[config.mk]
export PLATFORM = sky130hd
export DESIGN_NAME = octal_display_scan_flat
export DESIGN_NICKNAME = d
export VERILOG_FILES = /design/src/rtl/octal_display_scan_pkg.sv /design/src/rtl/octal_display_scan_if.sv /design/src/rtl/octal_display_scan_prescaler.sv /design/src/rtl/octal_display_scan.sv /design/src/flat_wrapper.sv
export SDC_FILE = /design/constraint.sdc
export NUM_CORES = 1
export LEC_CHECK = 0
export ABC_AREA = 1
export BUFFER_PORTS_ARGS = -buffer_cell sky130_fd_sc_hd__clkbuf_2
export CAP_MARGIN = 10
export CORE_MARGIN = 5
export CORE_UTILIZATION = 54
export DETAILED_ROUTE_END_ITERATION = 8
export PLACE_DENSITY_LB_ADDON = 0.05
export SETUP_SLACK_MARGIN = 0.05
export SLEW_MARGIN = 25
export SYNTH_ARGS = -nofsm -noshare
export SYNTH_HDL_FRONTEND = slang
export SYNTH_HIERARCHICAL = 1
export SYNTH_SLANG_ARGS = --single-unit
[constraint.sdc]
create_clock -name clk -period 2.4 [get_ports clk]
set_clock_uncertainty 0.15 [all_clocks]
set_input_delay 0.24 -clock clk [delete_from_list [all_inputs] [get_ports clk]]
set_output_delay 0.24 -clock clk [all_outputs]
set_load 0.05 [all_outputs]
[src/rtl/octal_display_scan_pkg.sv]
// Shared constants and helpers for the octal display scanner.
// Holds digit geometry, blanking constants and digit-extraction functions.
// Pure declarations; no state, no latency, no flow control.
package octal_display_scan_pkg;

    localparam int NUM_DIGITS = 6;
    localparam int DIGIT_W    = 3;
    localparam int PRODUCT_W  = 16;
    localparam int IDX_W      = 3;
    localparam int OCT_W      = NUM_DIGITS * DIGIT_W;

    localparam logic [IDX_W-1:0]      FIRST_SLOT  = 3'd0;
    localparam logic [IDX_W-1:0]      LAST_SLOT   = 3'd5;
    localparam logic [NUM_DIGITS-1:0] AN_ALL_OFF  = 6'b111111;
    localparam logic [DIGIT_W-1:0]    DIGIT_BLANK = 3'b000;

    // Registered drive for the display: selected digit plus its enables.
    typedef struct packed {
        logic [DIGIT_W-1:0]    digit;
        logic [NUM_DIGITS-1:0] an_n;
    } scan_out_t;

    // Octal digit idx of value; the top digit only carries value[15].
    function automatic logic [DIGIT_W-1:0] octal_digit(
        input logic [PRODUCT_W-1:0] value,
        input logic [IDX_W-1:0]     idx
    );
        logic [OCT_W-1:0] ext;
        ext = {{(OCT_W-PRODUCT_W){1'b0}}, value};
        return ext[idx*DIGIT_W +: DIGIT_W];
    endfunction

    // True when digit idx and every more significant digit are zero.
    function automatic logic upper_zero(
        input logic [PRODUCT_W-1:0] value,
        input logic [IDX_W-1:0]     idx
    );
        logic [OCT_W-1:0] ext;
        ext = {{(OCT_W-PRODUCT_W){1'b0}}, value};
        return (ext >> (idx*DIGIT_W)) == '0;
    endfunction

endpackage

[src/rtl/octal_display_scan_if.sv]
// Product strobe in, multiplexed digit drive and pending flag out.
// Wires only; timing is set by the modules on either side.
// No backpressure: product_valid is a one-cycle strobe, never stalled.
interface octal_display_scan_if;
    import octal_display_scan_pkg::*;

    logic                  product_valid;
    logic [PRODUCT_W-1:0]  product;
    logic [DIGIT_W-1:0]    digit;
    logic [NUM_DIGITS-1:0] an_n;
    logic                  pending;

    modport master (
        output product_valid, product,
        input  digit, an_n, pending
    );

    modport slave (
        input  product_valid, product,
        output digit, an_n, pending
    );

endinterface

[src/rtl/octal_display_scan_prescaler.sv]
// Free-running refresh prescaler: counts 0..REFRESH_DIV-1 and wraps.
// tick_o is combinational from the count, high in the cycle count = REFRESH_DIV-1.
// No backpressure; runs every cycle out of reset.
module scan_prescaler #(
    parameter int REFRESH_DIV = 50000,
    localparam int CNT_W      = $clog2(REFRESH_DIV)
) (
    input  logic             clk,
    input  logic             rst_n,
    output logic             tick_o,
    output logic [CNT_W-1:0] count_o
);

    logic [CNT_W-1:0] count_q;
    logic [CNT_W-1:0] count_d;

    // Wrap to zero on the terminal count, otherwise increment.
    always_comb begin
        tick_o  = (count_q == CNT_W'(REFRESH_DIV - 1));
        count_d = tick_o ? '0 : count_q + 1'b1;
    end

    // Counter state.
    always_ff @(posedge clk or negedge rst_n) begin
        if (!rst_n) begin
            count_q <= '0;
        end else begin
            count_q <= count_d;
        end
    end

    assign count_o = count_q;

endmodule

[src/rtl/octal_display_scan.sv]
// Scans a 16-bit product onto six multiplexed octal digits with leading-zero blanking.
// digit/an_n are registered, one cycle behind the scan index; new products show from the next frame.
// No backpressure: later strobes overwrite the pending value until the frame-wrap commit.
module octal_display_scan
    import octal_display_scan_pkg::*;
#(
    parameter int REFRESH_DIV = 50000,
    parameter int LZ_BLANK    = 1
) (
    input  logic               clk,
    input  logic               rst_n,
    octal_display_scan_if.slave bus
);

    logic                  tick;
    logic                  commit;
    logic                  blank;

    logic [IDX_W-1:0]      idx_q,      idx_d;
    logic [PRODUCT_W-1:0]  disp_q,     disp_d;
    logic [PRODUCT_W-1:0]  pend_val_q, pend_val_d;
    logic                  pend_q,     pend_d;
    scan_out_t             out_q,      out_d;

    scan_prescaler #(
        .REFRESH_DIV (REFRESH_DIV)
    ) u_prescaler (
        .clk     (clk),
        .rst_n   (rst_n),
        .tick_o  (tick),
        .count_o ()
    );

    // Commit only at the 5->0 wrap so a frame never mixes two products.
    assign commit = tick && (idx_q == LAST_SLOT);

    // Scan index, pending capture and display commit.
    always_comb begin
        idx_d      = idx_q;
        disp_d     = disp_q;
        pend_val_d = pend_val_q;
        pend_d     = pend_q;
        if (tick) begin
            idx_d = (idx_q == LAST_SLOT) ? FIRST_SLOT : idx_q + 1'b1;
        end
        if (commit) begin
            // A strobe landing on the commit tick is newer than anything pending.
            if (bus.product_valid) begin
                disp_d = bus.product;
            end else if (pend_q) begin
                disp_d = pend_val_q;
            end
            pend_d = 1'b0;
        end else if (bus.product_valid) begin
            pend_val_d = bus.product;
            pend_d     = 1'b1;
        end
    end

    // Digit select and blanking, looking only at the committed display value.
    always_comb begin
        blank     = (LZ_BLANK != 0) && (idx_q != FIRST_SLOT) && upper_zero(disp_q, idx_q);
        out_d     = '{digit: DIGIT_BLANK, an_n: AN_ALL_OFF};
        if (!blank) begin
            out_d.digit = octal_digit(disp_q, idx_q);
            out_d.an_n  = ~(NUM_DIGITS'(1) << idx_q);
        end
    end

    // Scan, capture and output registers; reset drops any pending product.
    always_ff @(posedge clk or negedge rst_n) begin
        if (!rst_n) begin
            idx_q      <= FIRST_SLOT;
            disp_q     <= '0;
            pend_val_q <= '0;
            pend_q     <= 1'b0;
            out_q      <= '{digit: DIGIT_BLANK, an_n: AN_ALL_OFF};
        end else begin
            idx_q      <= idx_d;
            disp_q     <= disp_d;
            pend_val_q <= pend_val_d;
            pend_q     <= pend_d;
            out_q      <= out_d;
        end
    end

    assign bus.digit   = out_q.digit;
    assign bus.an_n    = out_q.an_n;
    assign bus.pending = pend_q;

endmodule

[src/flat_wrapper.sv]
// flat-port wrapper written by rule: the top's interface ports become plain ports
module octal_display_scan_flat import octal_display_scan_pkg::*;
#(
    parameter int REFRESH_DIV = 50000,
    parameter int LZ_BLANK    = 1
)
  (clk, rst_n, bus_product_valid, bus_product, bus_digit, bus_an_n, bus_pending);
  octal_display_scan_if bus_i ();
  input  logic clk;
  input  logic rst_n;
  input wire logic [$bits(bus_i.product_valid)-1:0] bus_product_valid;
  input wire logic [$bits(bus_i.product)-1:0] bus_product;
  output wire logic [$bits(bus_i.digit)-1:0] bus_digit;
  output wire logic [$bits(bus_i.an_n)-1:0] bus_an_n;
  output wire logic [$bits(bus_i.pending)-1:0] bus_pending;
  assign bus_i.product_valid = bus_product_valid;
  assign bus_i.product = bus_product;
  assign bus_digit = bus_i.digit;
  assign bus_an_n = bus_i.an_n;
  assign bus_pending = bus_i.pending;
  octal_display_scan #(.REFRESH_DIV(REFRESH_DIV), .LZ_BLANK(LZ_BLANK)) u_core (.clk(clk), .rst_n(rst_n), .bus(bus_i));
endmodule
# Word-level counts from Yosys, hierarchy flattened
# Cells that the tools add are included.
# totals
regBits	61
elab_cells	32
# op_classes
addsub	2
multipliers	1
n_eq_ne	2
shift	3
mux	7
n_bitwise	2
n_reduce_logical	8
# op_table
cell	count
$mux 16	3
$logic_not 18->1	1
$shiftx 18x6->3	1
$shr 16x5->18	1
$add 16x1->16 const B	1
$eq 16x16->1 const B	1
$mux 9	1
$not 6->6	1
$shl 1x3->6 const A	1
$mul 3x2->5 const B	1
$reduce_and 2->1	2
$reduce_bool 2->1	2
$add 3x1->3 const B	1
$eq 3x3->1 const B	1
$mux 3	1
$reduce_bool 3->1	1
$logic_and 1x1->1	2
$mux 1	2
$not 1->1	1

# Logic depth before layout (Yosys ltp)
# Gate-level depths: netlist of run 1.
# logic_depth
word_depth	5
ltp_mapped	17

# Hierarchy
# Netlist of run 1, hierarchy kept.
# by_module_without_submodules
module	instances	cells_each	area_each_um2	seq_area_each_um2
octal_display_scan	1	307	2546.2	1133.6
scan_prescaler	1	121	877.1	400.4

# Least setup slack after synthesis of run 1
# OpenSTA, ideal clock, no wires.
# synth_timing
path_type	reg2reg
startpoint	register u_core.idx_q[1]
endpoint	register u_core.out_q, in the netlist u_core/bus.digit[0]
arrival_ns	2.074
required_ns	2.123
slack_ns	0.049
path_stages_with_launch	16
n_path_buf	1
cell_sequence	dfrtp_1 -> ha_1 -> inv_1 -> fa_1 -> clkbuf_2 -> inv_1 -> nor2_1 -> nand3_2 -> a21oi_2 -> nand3_1 -> nand2_1 -> nand2_1 -> nand2_1 -> nand2_2 -> nand2_4 -> a21oi_1
# synth_rtl
item	line	rtl
start: declaration	octal_display_scan.sv:19	logic [IDX_W-1:0] idx_q, idx_d;
start signal: assignment	octal_display_scan.sv:79	idx_q <= idx_d;
end signal: assignment	octal_display_scan.sv:77	out_q <= '{digit: DIGIT_BLANK, an_n: AN_ALL_OFF};
end signal: assignment	octal_display_scan.sv:83	out_q <= out_d;
end: declaration	octal_display_scan.sv:23	scan_out_t out_q, out_d;

==> metrics, run 1 <==
max frequency 425 MHz; Worst-Skew Late Latency 0.34 ns; fin crit period 2.35 ns; Cells after Synth 428; Area contributors post-synth dfrtp_1 40%, nand2_1 12%, inv_1 6.7%; drt total wl just under 7000 um; CP max FO 6; Die Height 89.6 um; Compound-Gate Fraction of Synth Area 0.131; WL per Instance roughly 12 um; HPWL after detailed placement 4790 um; area of the multi-input gates ~1500 um^2; CTS tree yes; Die Width 89.6 um; fraction of power spent switching nets 0.248; part of the Yosys area used for sequential elements 0.448; Core Area around 6200 um^2; # fillers 572; clock power share 0.378; Area Growth Syn to Fin 15.0%; Critical Path Start Type flip-flop; post-synth top area cell dfrtp_1; Final Util 0.631; kind of critical path flip-flop to flip-flop; count of pins over their slew limit 0; largest family of logic cells by synthesized area simple AND/OR/NAND/NOR gates; diode count 0; Avg Vias per Cell 4.96; Worst EP required roughly 2.5 ns; Nets 503; Antenna Violating Nets Remaining 0; combinational share of power 0.087; worst hold path class input port to flip-flop; Critical Path AT 2.42 ns; syn_area_per_cell 8.00 um^2; metal3 WL 279 um; PnR Total Power 2.05 mW; final hold slack 0.0130 ns; YS warnings 6; clk buf depth 2; Sw Pwr slightly above 0.5 mW; Flop pwr share 0.535; Worst Setup End Kind flip-flop; vias in the first global route roughly 2600; global route overflow 0; synthesized cell area 3420 um^2; normalized max-slew margin 0.557; Initial Util 0.549; total track usage 0.190; XOR/XNOR Fraction of Synth Area 0.0154; port buffer count 28; root buf cell clkbuf_8; P_int 1.54 mW; Synth Area in Simple Gates 0.255; Final Cycle Share 0.981; H-tree depth 3; first-pass GRT wire length around 12000 um; row count 29; detailed-route via count 2769; initial DRC count 138; # DRC 0; RSZ-0062 raised after global routing yes; largest net degree at the start of global routing 37; final worst slack 0.0453 ns; status finished clean; Synthesized Nets 455; Top Layer Used met4; Max-cap violations 0; Max IR drop VDD 421 uV; pwr dens 520 nW/um^2; Pre-antenna DRT Iters 4; clk slew on worst S/H paths roughly 0.060 ns; Hold Vio Cnt, Final 0; post-synth cell types 37; CTS Buf Count 9; I/O pins 29; Post-Synth Adder-Cell Area 0.0314; full die area 8030 um^2; Lkg Pwr 2.01 nW; measured slew at the worst slew-check pin 0.665 ns; Num Clock Sinks 61; #FFs+latches synth 61; FF/Latch Area around 1500 um^2; Metal-1 WL between 3000 and 4000 um; initial antenna violation count 0; final setup vio count 0; gp weighted congestion 0.847; fraction of layout cells with a size suffix above 1 0.210; area share of the largest cell type after synthesis 0.402; worst slack at placement 0.0780 ns; met2 wire length between 3000 and 4000 um; post-synthesis mux area share 0.00621
cell usage after synthesis (all sizes together):
library cell and n:
o211ai 14, buf 5, fa 1, dfstp 6
nand3 21, nand2 122, o21ai 45, a32oi 1
and2 1, nand3b 1, inv 63, clkbuf 10
bufbuf 1, mux2 1, a22oi 1, nand4 5
dfrtp 55, mux2i 1, xor2 6, a31oi 1
ha 7, a21oi 16, nor3 3, nor2 41
kinds of logic (layout without fill, tap and decap cells):
family                   after synthesis  in the layout
AND/OR/NAND/NOR                      194            194
buffers and inverters                 79            132
AO/OA/AOI/OAI                         78             78
flip-flops                            61             61
adder cells (fa/ha/maj)                8              8
XOR/XNOR                               6              6
multiplexers                           2              2
power groups by stage:
stage                     logic, mW  registers, mW  clock network (mW)
after CTS                     0.179           1.10               0.806
after global routing          0.206           1.10               0.854
final                         0.177           1.10               0.775
after global placement        0.166           1.11                   0
after floorplan              0.0940           1.12                   0
after detailed placement      0.169           1.11                   0
stage by stage:
stage | std cells | cell area [um^2] | TNS, ns
global route | 558 | 3940 | -0.322
CTS | 556 | 3900 | 0
global placement | 532 | 3660 | 0
detailed placement | 532 | 3660 | 0
finish | 558 | 3940 | 0
floorplan | 428 | 3420 | 0
per-layer routing:
layer  GRT usage  up-vias
met3      0.0456       12
met5           0        -
met4      0.0690        0
met2       0.301       60
li1            -     1455
met1       0.255     1242
state kept, by name, indices dropped and copies added (netlist names):
register and flops:
u_core/disp_q 16, u_core/pend_val_q 16, u_core/u_prescaler/count_o 16, u_core/bus.an_n 6, u_core/bus.digit 3, u_core/idx_q 3
u_core/bus.pending 1
worst paths after layout:
path	endpoint	cells past startpoint	startpoint	slack, ns
worst max-delay path	u_core/bus.digit[1]$_DFF_PN0_	14	u_core/idx_q[0]$_DFFE_PN0P_	0.05
worst min-delay path	u_core/pend_val_q[0]$_DFFE_PN0P_	3	bus_product[0]	0.01
worst max register to register	u_core/bus.digit[1]$_DFF_PN0_	14	u_core/idx_q[0]$_DFFE_PN0P_	0.05
worst min register to register	u_core/pend_val_q[15]$_DFFE_PN0P_	2	u_core/pend_val_q[15]$_DFFE_PN0P_	0.34
max in group asynchronous	u_core/pend_val_q[1]$_DFFE_PN0P_	3	rst_n	1.16
min in group asynchronous	u_core/u_prescaler/count_o[7]$_DFF_PN0_	2	rst_n	0.31
cell type report:
cell class                      count  share of cell area
Clock buffer                       14              0.0388
Multi-Input combinational cell    288               0.388
Inverter                           63              0.0620
Sequential cell                    61               0.390
Timing Repair Buffer               53              0.0947
Clock inverter                      2             0.00254
Tap cell                           77              0.0245
cells in the final DEF (no fill, tap or decap), types with 2 or more instances in the layout:
master         count
nor3_1             2
nand2_4            3
inv_2              3
a21oi_2            4
buf_12             2
dfstp_2            6
buf_4             15
xor2_1             6
dfrtp_1           54
clkbuf_1           4
ha_1               6
o21ai_0           42
clkinv_2           2
inv_1             59
clkbuf_2          28
nand3_1           15
clkbuf_8          10
nand4_1            5
nor2_2             2
o21ai_1            2
nand2_1          106
nor2_1            39
nand3_2            6
dlygate4sd3_1      8
a21oi_1           12
o211ai_1          14
nand2_2           13
repair_timing:
action                                  in CTS  in global routing
endpoints found under the setup margin       0                 21
hold endpoints to repair                    26                  0
gates resized for setup                      0                  8
hold buffers                                 8                  0
setup buffers                                0                  2
worst max-delay path: stages, from the launching register on:
cell     delay, ns
dfrtp_1       0.39
ha_4          0.15
inv_2         0.04
fa_2          0.64
inv_2         0.05
nor2_2        0.11
nand3_2       0.08
a21oi_2       0.11
nand3_1       0.09
nand2_1       0.06
nand2_1       0.05
nand2_1       0.06
nand2_2       0.07
nand2_4       0.10
a21oi_1       0.07
No activity file was read; power rests on OpenSTA's default activity.
==> inputs of run 2 (changes only) <==
Settings changed: CORE_UTILIZATION 54 to 56, CTS_BUF_LIST set to sky130_fd_sc_hd__clkbuf_8.
==> run 2 against run 1 <==
Non-clock buffer count down 4. Utilization up 2.3 points. Critical endpoint is now u_core/bus.digit[0]$_DFF_PN0_. Sequential cell count unchanged. Fmax up 2.4%. Sequential power about the same. Final area down 1.7%. Final cell count down 1.1%. Hold slack better by 0.0063 ns. Routed wire length up 1.6%. Register-to-register slack better by 0.06 ns. Clock-buffer cell count down 4.
==> metrics, run 2 (synthesized netlist as in run 1, its figures left out) <==
count of pins over their slew limit 0 (unchanged); Largest stage delay, worst path 0.62 ns (was 0.64 ns); final setup vio count 0 (unchanged); WL per Instance 12.5 um (was 12.1 um); drt total wl 6880 um (was 6770 um); most common cell after layout, fill and taps aside nand2_1 (unchanged); Die Width 88.2 um (was 89.6 um); fraction of layout cells with a size suffix above 1 0.212 (was 0.210); RSZ-0062 raised after global routing yes (unchanged); initial DRC count 104 (was 138); gp weighted congestion 0.866 (was 0.847); kind of critical path flip-flop to flip-flop (unchanged); I/O pins 29 (unchanged); Max IR drop VDD 432 uV (was 421 uV); pwr dens 525 nW/um^2 (was 520 nW/um^2); row count 28 (was 29); final worst slack 0.101 ns (was 0.0453 ns); Area Growth Syn to Fin 13.1% (was 15.0%); Avg Vias per Cell 5.01 (was 4.96); Critical Path Start Type flip-flop (unchanged); HPWL after detailed placement 4940 um (was 4790 um); initial antenna violation count 0 (unchanged); delay-heaviest family, CP adder cells (unchanged); Area after DPL 3650 um^2 (was 3660 um^2); Hold Vio Cnt, Final 0 (unchanged); measured slew at the worst slew-check pin 0.759 ns (was 0.665 ns); fin area 3870 um^2 (was 3940 um^2); Worst Setup End Kind flip-flop (unchanged); CP dominant cell by count nand2_1 (unchanged); Worst EP required 2.46 ns (about the same); Worst-Skew Late Latency 0.33 ns (was 0.34 ns); placed cells 531 (was 532); Slowest cell on crit path fa_2 (unchanged); Initial Util 0.578 (was 0.549); clk buf depth 2 (unchanged); Lkg Pwr 2.00 nW (was 2.01 nW); clk slew on worst S/H paths 0.06 ns (about the same); worst path bufs/invs 2 (unchanged); # fillers 532 (was 572); Max-cap violations 0 (unchanged); worst hold path class input port to flip-flop (unchanged); max frequency 435 MHz (was 425 MHz); status finished clean (unchanged); total track usage 0.201 (was 0.190); port buffer count 28 (unchanged); normalized max-slew margin 0.494 (was 0.557); # DRC 0 (unchanged); Core Area 5920 um^2 (was 6240 um^2); full die area 7780 um^2 (was 8030 um^2); global route overflow 0 (unchanged); CP max FO 6 (unchanged); fin crit period 2.30 ns (was 2.35 ns); Nets 499 (was 503); root buf cell clkbuf_8 (unchanged); Antenna Violating Nets Remaining 0 (unchanged); H-tree depth 3 (unchanged); worst slack at placement 0.114 ns (was 0.0780 ns); vias in the first global route 2669 (was 2625); Pre-antenna DRT Iters 4 (unchanged); Num Clock Sinks 61 (unchanged); r2r setup slk 0.10 ns (was 0.05 ns); detailed-route via count 2767 (was 2769); CP cell instances ha_2 -> inv_2 -> fa_2 -> inv_2 -> nor2_2 -> nand3_2 -> a21oi_2 -> nand3_1 -> nand2_1 -> nand2_1 -> nand2_1 -> nand2_2 -> nand2_4 -> a21oi_1 (was ha_4 -> inv_2 -> fa_2 -> inv_2 -> nor2_2 -> nand3_2 -> a21oi_2 -> nand3_1 -> nand2_1 -> nand2_1 -> nand2_1 -> nand2_2 -> nand2_4 -> a21oi_1); most frequent cells in the layout 105 x nand2_1, 62 x inv_1, 54 x dfrtp_1, 41 x o21ai_0, 40 x nor2_1 (was 106 x nand2_1, 59 x inv_1, 54 x dfrtp_1, 42 x o21ai_0, 39 x nor2_1); diode count 0 (unchanged); setup_tns 0 ns (unchanged); Die Height 88.2 um (was 89.6 um); Critical Path AT 2.36 ns (was 2.42 ns); Non-Filler Instances 552 (was 558); largest net degree at the start of global routing 62 (was 37); Final Cycle Share 0.958 (was 0.981); CTS Buf Count 9 (unchanged); CTS tree yes (unchanged); first-pass GRT wire length 12000 um (was 11700 um)
[run 2: what timing repair did]
item / 4_1_cts / 5_1_grt
setup buffers: 0 / 1
setup endpoints to repair: 0 / 8
hold buffers: 4 / 0
endpoints found under the hold margin: 58 / 0
resized for setup: 0 / 9
[run 2: tightest hold or removal path, stage by stage]
cell and delay [ns]:
clkbuf_2 0.08, inv_1 0.05, o21ai_0 0.08
[run 2: through the flow]
step	hold WS, ns	util	total power, mW
floorplan	-0.206	-	1.22
global placement	0.294	0.616	1.28
detailed placement	0.300	0.616	1.28
CTS	0.00227	0.650	2.06
global route	0.0173	0.654	2.14
finish	0.0193	0.654	2.03
[run 2: final timing paths]
kind                                                      endpoint                              start  cells past startpoint
min reg2reg                      u_core/pend_val_q[12]$_DFFE_PN0P_  u_core/pend_val_q[12]$_DFFE_PN0P_                      2
min in group asynchronous  u_core/u_prescaler/count_o[8]$_DFF_PN0_                              rst_n                      3
max                                  u_core/bus.digit[0]$_DFF_PN0_        u_core/idx_q[0]$_DFFE_PN0P_                     14
max in group asynchronous              u_core/idx_q[1]$_DFFE_PN0P_                              rst_n                      3
min                               u_core/pend_val_q[1]$_DFFE_PN0P_                     bus_product[1]                      3
max reg2reg                          u_core/bus.digit[0]$_DFF_PN0_        u_core/idx_q[0]$_DFFE_PN0P_                     14
[run 2: layer usage]
layer  vias up  track usage  routed length, um
li1       1441            -                  -
met1      1268        0.269               3210
met2        48        0.310               3280
met3        10       0.0489                266
met4         0       0.0865                126
met5         -            0                  0
[run 2: final cells by class]
| cell class | instances | area, um^2 | share of cell area |
|---|---|---|---|
| clock buffers | 10 | 138 | 0.0355 |
| clock inverters | 6 | 25.0 | 0.00646 |
| inverters | 63 | 244 | 0.0630 |
| multi-input cells | 288 | 1510 | 0.391 |
| flip-flops and latches | 61 | 1540 | 0.396 |
| well taps | 75 | 93.8 | 0.0242 |
| repair buffers | 49 | 324 | 0.0837 |
[run 2: where the power goes]
| part | switching [mW] | internal [mW] | total [mW] |
|---|---|---|---|
| registers | 0.0218 | 1.07 | 1.10 |
| clock network | 0.381 | 0.384 | 0.765 |
| logic | 0.111 | 0.0591 | 0.170 |
